==> config.mk <==
export PLATFORM = sky130hd
export DESIGN_NAME = dmem_port_arbiter
export DESIGN_NICKNAME = d
export VERILOG_FILES = /design/src/rtl/dmem_arb_pkg.sv /design/src/rtl/dmem_rr_pick.sv /design/src/rtl/dmem_port_arbiter.sv
export SDC_FILE = /design/constraint.sdc
export NUM_CORES = 1
export LEC_CHECK = 0
export ABC_CLOCK_PERIOD_IN_PS = 1700
export CAP_MARGIN = 20
export CORE_AREA = 2 2 231 233
export DETAILED_ROUTE_END_ITERATION = 16
export DIE_AREA = 0 0 233 235
export PLACE_DENSITY_LB_ADDON = 0.3
export SYNTH_ARGS = -nofsm -noshare
export SYNTH_HDL_FRONTEND = slang
export SYNTH_SLANG_ARGS = --single-unit
==> constraint.sdc <==
create_clock -name CLK -period 1.7 [get_ports CLK]
set_clock_uncertainty 0.15 [all_clocks]
set_input_delay 0.255 -clock CLK [delete_from_list [all_inputs] [get_ports CLK]]
set_output_delay 0.255 -clock CLK [all_outputs]
set_load 0.02 [all_outputs]
==> src/rtl/dmem_arb_pkg.sv <==
// Shared types and constants for the data-memory port arbiter.
// Holds the sequencer state enum, port indices and small helpers.
package dmem_arb_pkg;

  typedef enum logic [1:0] {
    IDLE  = 2'd0,
    ISSUE = 2'd1,
    WAIT  = 2'd2,
    RESP  = 2'd3
  } arb_state_e;

  localparam int unsigned PORT_CORE   = 0;
  localparam int unsigned PORT_LOADER = 1;
  localparam int unsigned LAT_W       = 4;

  function automatic logic [1:0] port_onehot(input logic idx);
    return idx ? 2'b10 : 2'b01;
  endfunction

  function automatic logic [31:0] sat_inc32(input logic [31:0] v);
    return (v == 32'hFFFF_FFFF) ? v : v + 32'd1;
  endfunction

endpackage

==> src/rtl/dmem_rr_pick.sv <==
// Combinational 2-way round-robin picker.
// A lone requester always wins; on a tie, the port that did not win last time wins.
module dmem_rr_pick
  import dmem_arb_pkg::*;
(
  input  logic [1:0] REQ,
  input  logic       LAST,
  output logic       VALID,
  output logic       WIN
);

  always_comb begin
    VALID = |REQ;
    WIN   = 1'(PORT_CORE);
    case (REQ)
      2'b01:   WIN = 1'(PORT_CORE);
      2'b10:   WIN = 1'(PORT_LOADER);
      2'b11:   WIN = ~LAST;
      default: WIN = 1'(PORT_CORE);
    endcase
  end

endmodule

==> src/rtl/dmem_port_arbiter.sv <==
// Serialises the core and loader/debug ports onto the single Memoria64 data port.
// Optional DMEM_ARB_STATS_EN adds saturating grant and conflict counters.
//
// state | meaning
// IDLE  | waiting for a request; winner and its command are latched here
// ISSUE | one-cycle grant; write strobe fires or the read latency timer is loaded
// WAIT  | read address held while the latency timer counts down
// RESP  | one-cycle RVALID to the winner with captured read data
module dmem_port_arbiter
  import dmem_arb_pkg::*;
#(
  parameter int unsigned ADDR_W = 64,
  parameter int unsigned DATA_W = 64,
  parameter int unsigned RD_LAT = 1
) (
  input  logic              CLK,
  input  logic              RST,
  input  logic [1:0]        REQ,
  input  logic [1:0]        WE,
  input  logic [ADDR_W-1:0] ADDR0,
  input  logic [ADDR_W-1:0] ADDR1,
  input  logic [DATA_W-1:0] WDATA0,
  input  logic [DATA_W-1:0] WDATA1,
  output logic [1:0]        GNT,
  output logic [1:0]        RVALID,
  output logic [DATA_W-1:0] RDATA,
  output logic [ADDR_W-1:0] MEM_RADDR,
  output logic [ADDR_W-1:0] MEM_WADDR,
  output logic [DATA_W-1:0] MEM_DATAIN,
  output logic              MEM_WR,
`ifdef DMEM_ARB_STATS_EN
  output logic [31:0]       GNT_CNT0,
  output logic [31:0]       GNT_CNT1,
  output logic [31:0]       CONFLICT_CNT,
`endif
  input  logic [DATA_W-1:0] MEM_DATAOUT
);

  arb_state_e        state_q, state_d;
  logic              win_q, win_d;
  logic              we_q, we_d;
  logic              last_q, last_d;
  logic [ADDR_W-1:0] addr_q, addr_d;
  logic [DATA_W-1:0] wdata_q, wdata_d;
  logic [DATA_W-1:0] rdata_q, rdata_d;
  logic [LAT_W-1:0]  cnt_q, cnt_d;

  logic pick_valid;
  logic pick_win;

  dmem_rr_pick u_pick (
    .REQ   (REQ),
    .LAST  (last_q),
    .VALID (pick_valid),
    .WIN   (pick_win)
  );

  always_ff @(posedge CLK) begin
    if (!RST) begin
      state_q <= IDLE;
      win_q   <= 1'b0;
      we_q    <= 1'b0;
      last_q  <= 1'b1;
      addr_q  <= '0;
      wdata_q <= '0;
      rdata_q <= '0;
      cnt_q   <= '0;
    end else begin
      state_q <= state_d;
      win_q   <= win_d;
      we_q    <= we_d;
      last_q  <= last_d;
      addr_q  <= addr_d;
      wdata_q <= wdata_d;
      rdata_q <= rdata_d;
      cnt_q   <= cnt_d;
    end
  end

  always_comb begin
    state_d = state_q;
    win_d   = win_q;
    we_d    = we_q;
    last_d  = last_q;
    addr_d  = addr_q;
    wdata_d = wdata_q;
    rdata_d = rdata_q;
    cnt_d   = cnt_q;
    case (state_q)
      IDLE: begin
        if (pick_valid) begin
          win_d   = pick_win;
          we_d    = WE[pick_win];
          addr_d  = pick_win ? ADDR1 : ADDR0;
          wdata_d = pick_win ? WDATA1 : WDATA0;
          last_d  = pick_win;
          state_d = ISSUE;
        end
      end
      ISSUE: begin
        if (we_q) begin
          state_d = IDLE;
        end else begin
          cnt_d   = LAT_W'(RD_LAT);
          state_d = WAIT;
        end
      end
      WAIT: begin
        // cnt_q==1 is the cycle the timer reaches zero: MEM_DATAOUT is valid now
        cnt_d = cnt_q - 1'b1;
        if (cnt_q == LAT_W'(1)) begin
          rdata_d = MEM_DATAOUT;
          state_d = RESP;
        end
      end
      RESP:    state_d = IDLE;
      default: state_d = IDLE;
    endcase
  end

  always_comb begin
    GNT    = 2'b00;
    RVALID = 2'b00;
    MEM_WR = 1'b0;
    case (state_q)
      ISSUE: begin
        GNT    = port_onehot(win_q);
        MEM_WR = we_q;
      end
      RESP:    RVALID = port_onehot(win_q);
      default: ;
    endcase
  end

  assign MEM_RADDR  = addr_q;
  assign MEM_WADDR  = addr_q;
  assign MEM_DATAIN = wdata_q;
  assign RDATA      = rdata_q;

`ifdef DMEM_ARB_STATS_EN
  logic [31:0] gnt_cnt0_q, gnt_cnt1_q, conflict_cnt_q;

  always_ff @(posedge CLK) begin
    if (!RST) begin
      gnt_cnt0_q     <= '0;
      gnt_cnt1_q     <= '0;
      conflict_cnt_q <= '0;
    end else begin
      if (state_q == ISSUE && win_q == 1'(PORT_CORE))
        gnt_cnt0_q <= sat_inc32(gnt_cnt0_q);
      if (state_q == ISSUE && win_q == 1'(PORT_LOADER))
        gnt_cnt1_q <= sat_inc32(gnt_cnt1_q);
      if (state_q == IDLE && REQ == 2'b11)
        conflict_cnt_q <= sat_inc32(conflict_cnt_q);
    end
  end

  assign GNT_CNT0     = gnt_cnt0_q;
  assign GNT_CNT1     = gnt_cnt1_q;
  assign CONFLICT_CNT = conflict_cnt_q;
`endif

endmodule

## After elaboration in Yosys (flattened, before gate mapping)

Index checks and enable logic that the tools add are counted.

| operators by class | value |
|---|---|
| $add $sub $neg | 1 |
| order comparisons | 1 |
| equal/unequal tests | 9 |
| multiplexer cells | 15 |
| bitwise logic cells | 1 |
| reduce and logical (&&, ||, !) cells | 7 |

Operators by type and width:

| cell | count |
|---|---|
| two-way mux 64 bit | 2 |
| two-way mux 2 bit | 6 |
| equality test 2 bit, second input constant | 4 |
| case mux 2 bit (4 select lines) | 1 |
| case mux 4 bit (2 select lines) | 1 |
| AND reduction 2 bit | 4 |
| inequality test 2 bit, second input constant | 3 |
| equality test 4 x 1 -> 1 bit, second input constant | 1 |
| two-way mux 4 bit | 1 |
| subtractor 4 x 1 -> 4 bit, second input constant | 1 |
| two-way mux 1 bit | 3 |
| equality test 2 x 1 -> 1 bit, second input constant | 1 |
| logical NOT 2 bit | 1 |
| less-than comparator 1 x 2 -> 1 bit, second input constant | 1 |
| case mux 1 bit (2 select lines) | 1 |
| nonzero test 2 bit | 1 |
| OR reduction 2 bit | 1 |
| inverter 1 bit | 1 |

| word-level totals | value |
|---|---|
| register bits | 201 |
| input port bits | 326 |
| logic and storage cells | 42 |

## Longest topological paths before layout

| depth | value |
|---|---|
| depth after elaboration | 4 |
| depth in mapped cells | 6 |

## Cells and area by module

A second synthesis with hierarchy kept.

| second synthesis, totals | value |
|---|---|
| cell total of the unflattened synthesis | 973 |
| area, all modules | 9,481.6 sq um |

Modules (own cells, without submodules):

| module | times used | cells each | area each (sq um) | seq. area each (sq um) |
|---|---|---|---|---|
| dmem_port_arbiter | 1 | 971 | 9,467.8 | 4,023.9 |
| dmem_rr_pick | 1 | 2 | 13.8 | 0.0 |

## Least setup slack after synthesis

Ideal clock, no wire load.

| path | value |
|---|---|
| path type | flip-flop to flip-flop |
| from | reg cnt_q[0] |
| to | reg rdata_q[10], in the netlist RDATA[10] |
| library setup time | 72 ps |
| data arrival time | 1,497 ps |
| setup slack | -18 ps |
| cell stages (with the launch flop) | 6 |
| path buffers | 1 |
| period minus slack after synthesis | 1,718 ps |
| path through | dfxtp_1 -> ha_1 -> or3b_4 -> nor2_8 -> buf_12 -> mux2i_1 |

| between the ends | value |
|---|---|
| longest elaborated chain between the ends | 2 |

RTL lines:

| item | RTL line | RTL |
|---|---|---|
| start, declared | dmem_port_arbiter.sv:46 | `logic [LAT_W-1:0] cnt_q, cnt_d;` |
| start signal, assigned | dmem_port_arbiter.sv:76 | `cnt_q <= cnt_d;` |
| equality test 4 x 1 -> 1 bit | dmem_port_arbiter.sv:111 | `if (cnt_q == LAT_W'(1)) begin` |
| AND reduction 2 bit (no line) | n/a |  |
| end signal, assigned | dmem_port_arbiter.sv:75 | `rdata_q <= rdata_d;` |
| end, declared | dmem_port_arbiter.sv:45 | `logic [DATA_W-1:0] rdata_q, rdata_d;` |

No other way between the ends.
A chain may end at the register's enable or synchronous reset.

## Final worst setup path

| path | value |
|---|---|
| from | reg cnt_q[1] |
| to | reg rdata_q[51], in the netlist RDATA[51] |

The elaborated chain is that of the path after synthesis.

==> impl_metrics.toml <==
[status]
status = "finished, violations left"
violations = "setup timing"

[synthesis]
netlist_area_um2 = 10000
synth_top_area_share_pct = 40.1
synth_fp_nets = 1458
ys.flop_type = "dfxtp_1"
yosys.area.top_type = "dfxtp_1"
ys_seq_area_share_pct = 40.1
synth_seq_cells = 201
synthTopCellsByArea = "dfxtp_1 40%, a311oi_2 16%, nand2_1 15%"
synth_most_common_cell = "nand2_1"
synth-edff-count = 0
synth_common_cells = "388 x nand2_1, 201 x dfxtp_1, 135 x a21oi_1"
async_flop_share_pct = 0
synth.distinct_cells = 34
yosysWarnings = 0
avgSynthCellArea_um2 = 8.88
syn_inst = 1130

[power]
powerDensity_nw_per_um2 = 963
irDropWorstVdd_v = 0.000578
p_leak_nw = 7.40

[floorplan]
core_um2 = 52200
dieArea_um2 = 54800
dieWidth_um = 233
dieHeight_um = 235
initial_core_util_pct = 19.2
fp-row-count = 84
ioPinCount = 587

[job]
cap_violations = 0

[clocking]
h-tree-depth = 1
clock-sinks = 201
cts_buffers = 25
cts_buffer_depth = 3
clk_latency_ns = 0.53
path_clk_slew_ns = 0.06
cts_tree = "done"
clockRootBuffer = "clkbuf_16"

[sta]
period_share_pct = 104
rsz0062_at_grt = "true"
setup-violations-final = 84
hold_viol_final = 0
drv_slew = 0
slew_headroom_pct = 71.5
finalSetupTns_ns = -2.10
finalCriticalPeriod_ns = 1.76
fin_ws_ns = -0.0617
worst_pin_slew_ns = 0.417
fmax_mhz = 568

[detailed_routing]
antenna_left = 0
routed_wl_um = 45600
drt_iter0_drc = 397
dr.pass1.iters = 4
num_vias = 10461
drc_errors = 0
wl_per_cell_um = 19.0
via_per_inst = 4.37

[placement]
globalplace.congestion = 0.788
port_buffers = 586
post-place-ws_ns = -0.389
dp_hpwl_um = 31700

[grt]
grt_usage_pct = 15.5
grt_pass1_wl_um = 65600
antenna_found_initial = 0
grt_remaining_overflow = 0
grt_max_degree = 49
first_global_vias = 10700

[setup_path]
arrival_ns = 2.08
cp-start-kind = "flop"
crit_required_ns = 2.01
endpoint_kind = "flop"
reg2reg_slack_ns = -0.06
path_max_fanout = 8
path_class = "reg2reg"

[layout]
finalNetCount = 2023
num-fill-cells = 5413
layout-drive-gt1-share_pct = 20.7
diodes = 0
syn_to_final_growth_pct = 80.8

[min_path]
hold_class = "in2reg"
-- registers in the layout (all words and copies together) (netlist names), named ones only --
name	flops
MEM_DATAIN	64
MEM_RADDR	64
RDATA	64
cnt_q	4
last_q	1
state_q	1
we_q	1
win_q	1
-- repair_timing --
item	4_1_cts	5_1_grt
setup buffers	23	7
gates cloned	15	6
endpoints found under the hold margin	2	0
pin swaps	30	54
endpoints found under the setup margin	450	234
gates resized for setup	395	96
hold buffers	1	0
-- layout by cell type (no fill, tap or decap), types with 2 or more instances in the layout --
cell / instances
nor2_1: 3
a21oi_1: 116
nor2_4: 4
dfxtp_4: 2
nor4_1: 2
mux2i_1: 64
buf_16: 12
dfxtp_1: 192
inv_2: 2
clkdlybuf4s15_1: 51
dlygate4sd2_1: 176
clkbuf_1: 7
buf_8: 5
a311oi_1: 15
buf_12: 38
clkinvlp_4: 2
o21a_1: 3
a311oi_2: 115
clkbuf_2: 14
a21oi_4: 2
clkdlybuf4s50_1: 324
o21ai_0: 2
inv_1: 3
nand2_1: 387
a21oi_2: 17
buf_6: 14
dfxtp_2: 7
clkdlybuf4s15_2: 14
clkbuf_8: 5
buf_4: 54
nand2b_1: 2
clkbuf_16: 31
-- metal layers --
metal / global-route usage, % / part of all wire (%) / up-vias
li1: - / - / 5012
met1: 18.2 / 40 / 4941
met2: 27.5 / 49 / 448
met3: 3.99 / 8.4 / 60
met4: 4.79 / 2.7 / 0
met5: 0 / 0 / -
-- area by class of cell --
type | instances | area, um2 | area share, %
well taps | 688 | 861 | 4.75
multi-input cells | 751 | 5050 | 27.8
clock buffers | 37 | 721 | 3.97
clock inverters | 3 | 20.0 | 0.110
flip-flops and latches | 201 | 4040 | 22.3
repair buffers | 710 | 7420 | 40.9
inverters | 6 | 27.5 | 0.152
-- cell families after synthesis --
logic type               Yosys count  synth area share (%)
AO/OA/AOI/OAI                    275                  25.7
adder cells (fa/ha/maj)            2                 0.249
buffers and inverters            178                  11.5
flip-flops                       201                  40.1
multiplexers                      65                  6.49
AND/OR/NAND/NOR                  409                  16.0
-- report_power, final --
group          total [W]  internal [W]  leakage [nW]  switching (W)
registers        0.00570       0.00527          1.66       0.000433
clock network    0.00500       0.00289         0.356        0.00211
logic            0.00676       0.00328          5.38        0.00348
total             0.0175        0.0114          7.40        0.00602
-- through the flow --
step	hold WS [ns]	total power, W	instance area (um2)	utilization, %	cells
after detailed placement	0.297	0.0120	16600	31.8	2315
after global routing	0.121	0.0183	18100	34.7	2396
after floorplan	0.247	0.00913	10000	-	1130
after global placement	0.291	0.0119	16600	31.8	2315
after CTS	0.0966	0.0176	18000	34.4	2392
final	0.129	0.0175	18100	34.7	2396
-- critical path, stage by stage (launching register included) --
cell and delay, ns:
dfxtp_2 0.32, inv_2 0.06, ha_4 0.12, or3b_4 0.41, nor2_8 0.11, buf_12 0.15
clkbuf_16 0.18, mux2i_1 0.19
-- worst paths after layout --
kind / start / endpoint / cells past startpoint
max: cnt_q[1]$_SDFFE_PN0P_ / RDATA[51]$_SDFFE_PN0P_ / 7
min: MEM_DATAOUT[48] / RDATA[48]$_SDFFE_PN0P_ / 3
max reg2reg: cnt_q[1]$_SDFFE_PN0P_ / RDATA[51]$_SDFFE_PN0P_ / 7
min reg2reg: RDATA[15]$_SDFFE_PN0P_ / RDATA[15]$_SDFFE_PN0P_ / 2
(Power assumes the default switching activity.)
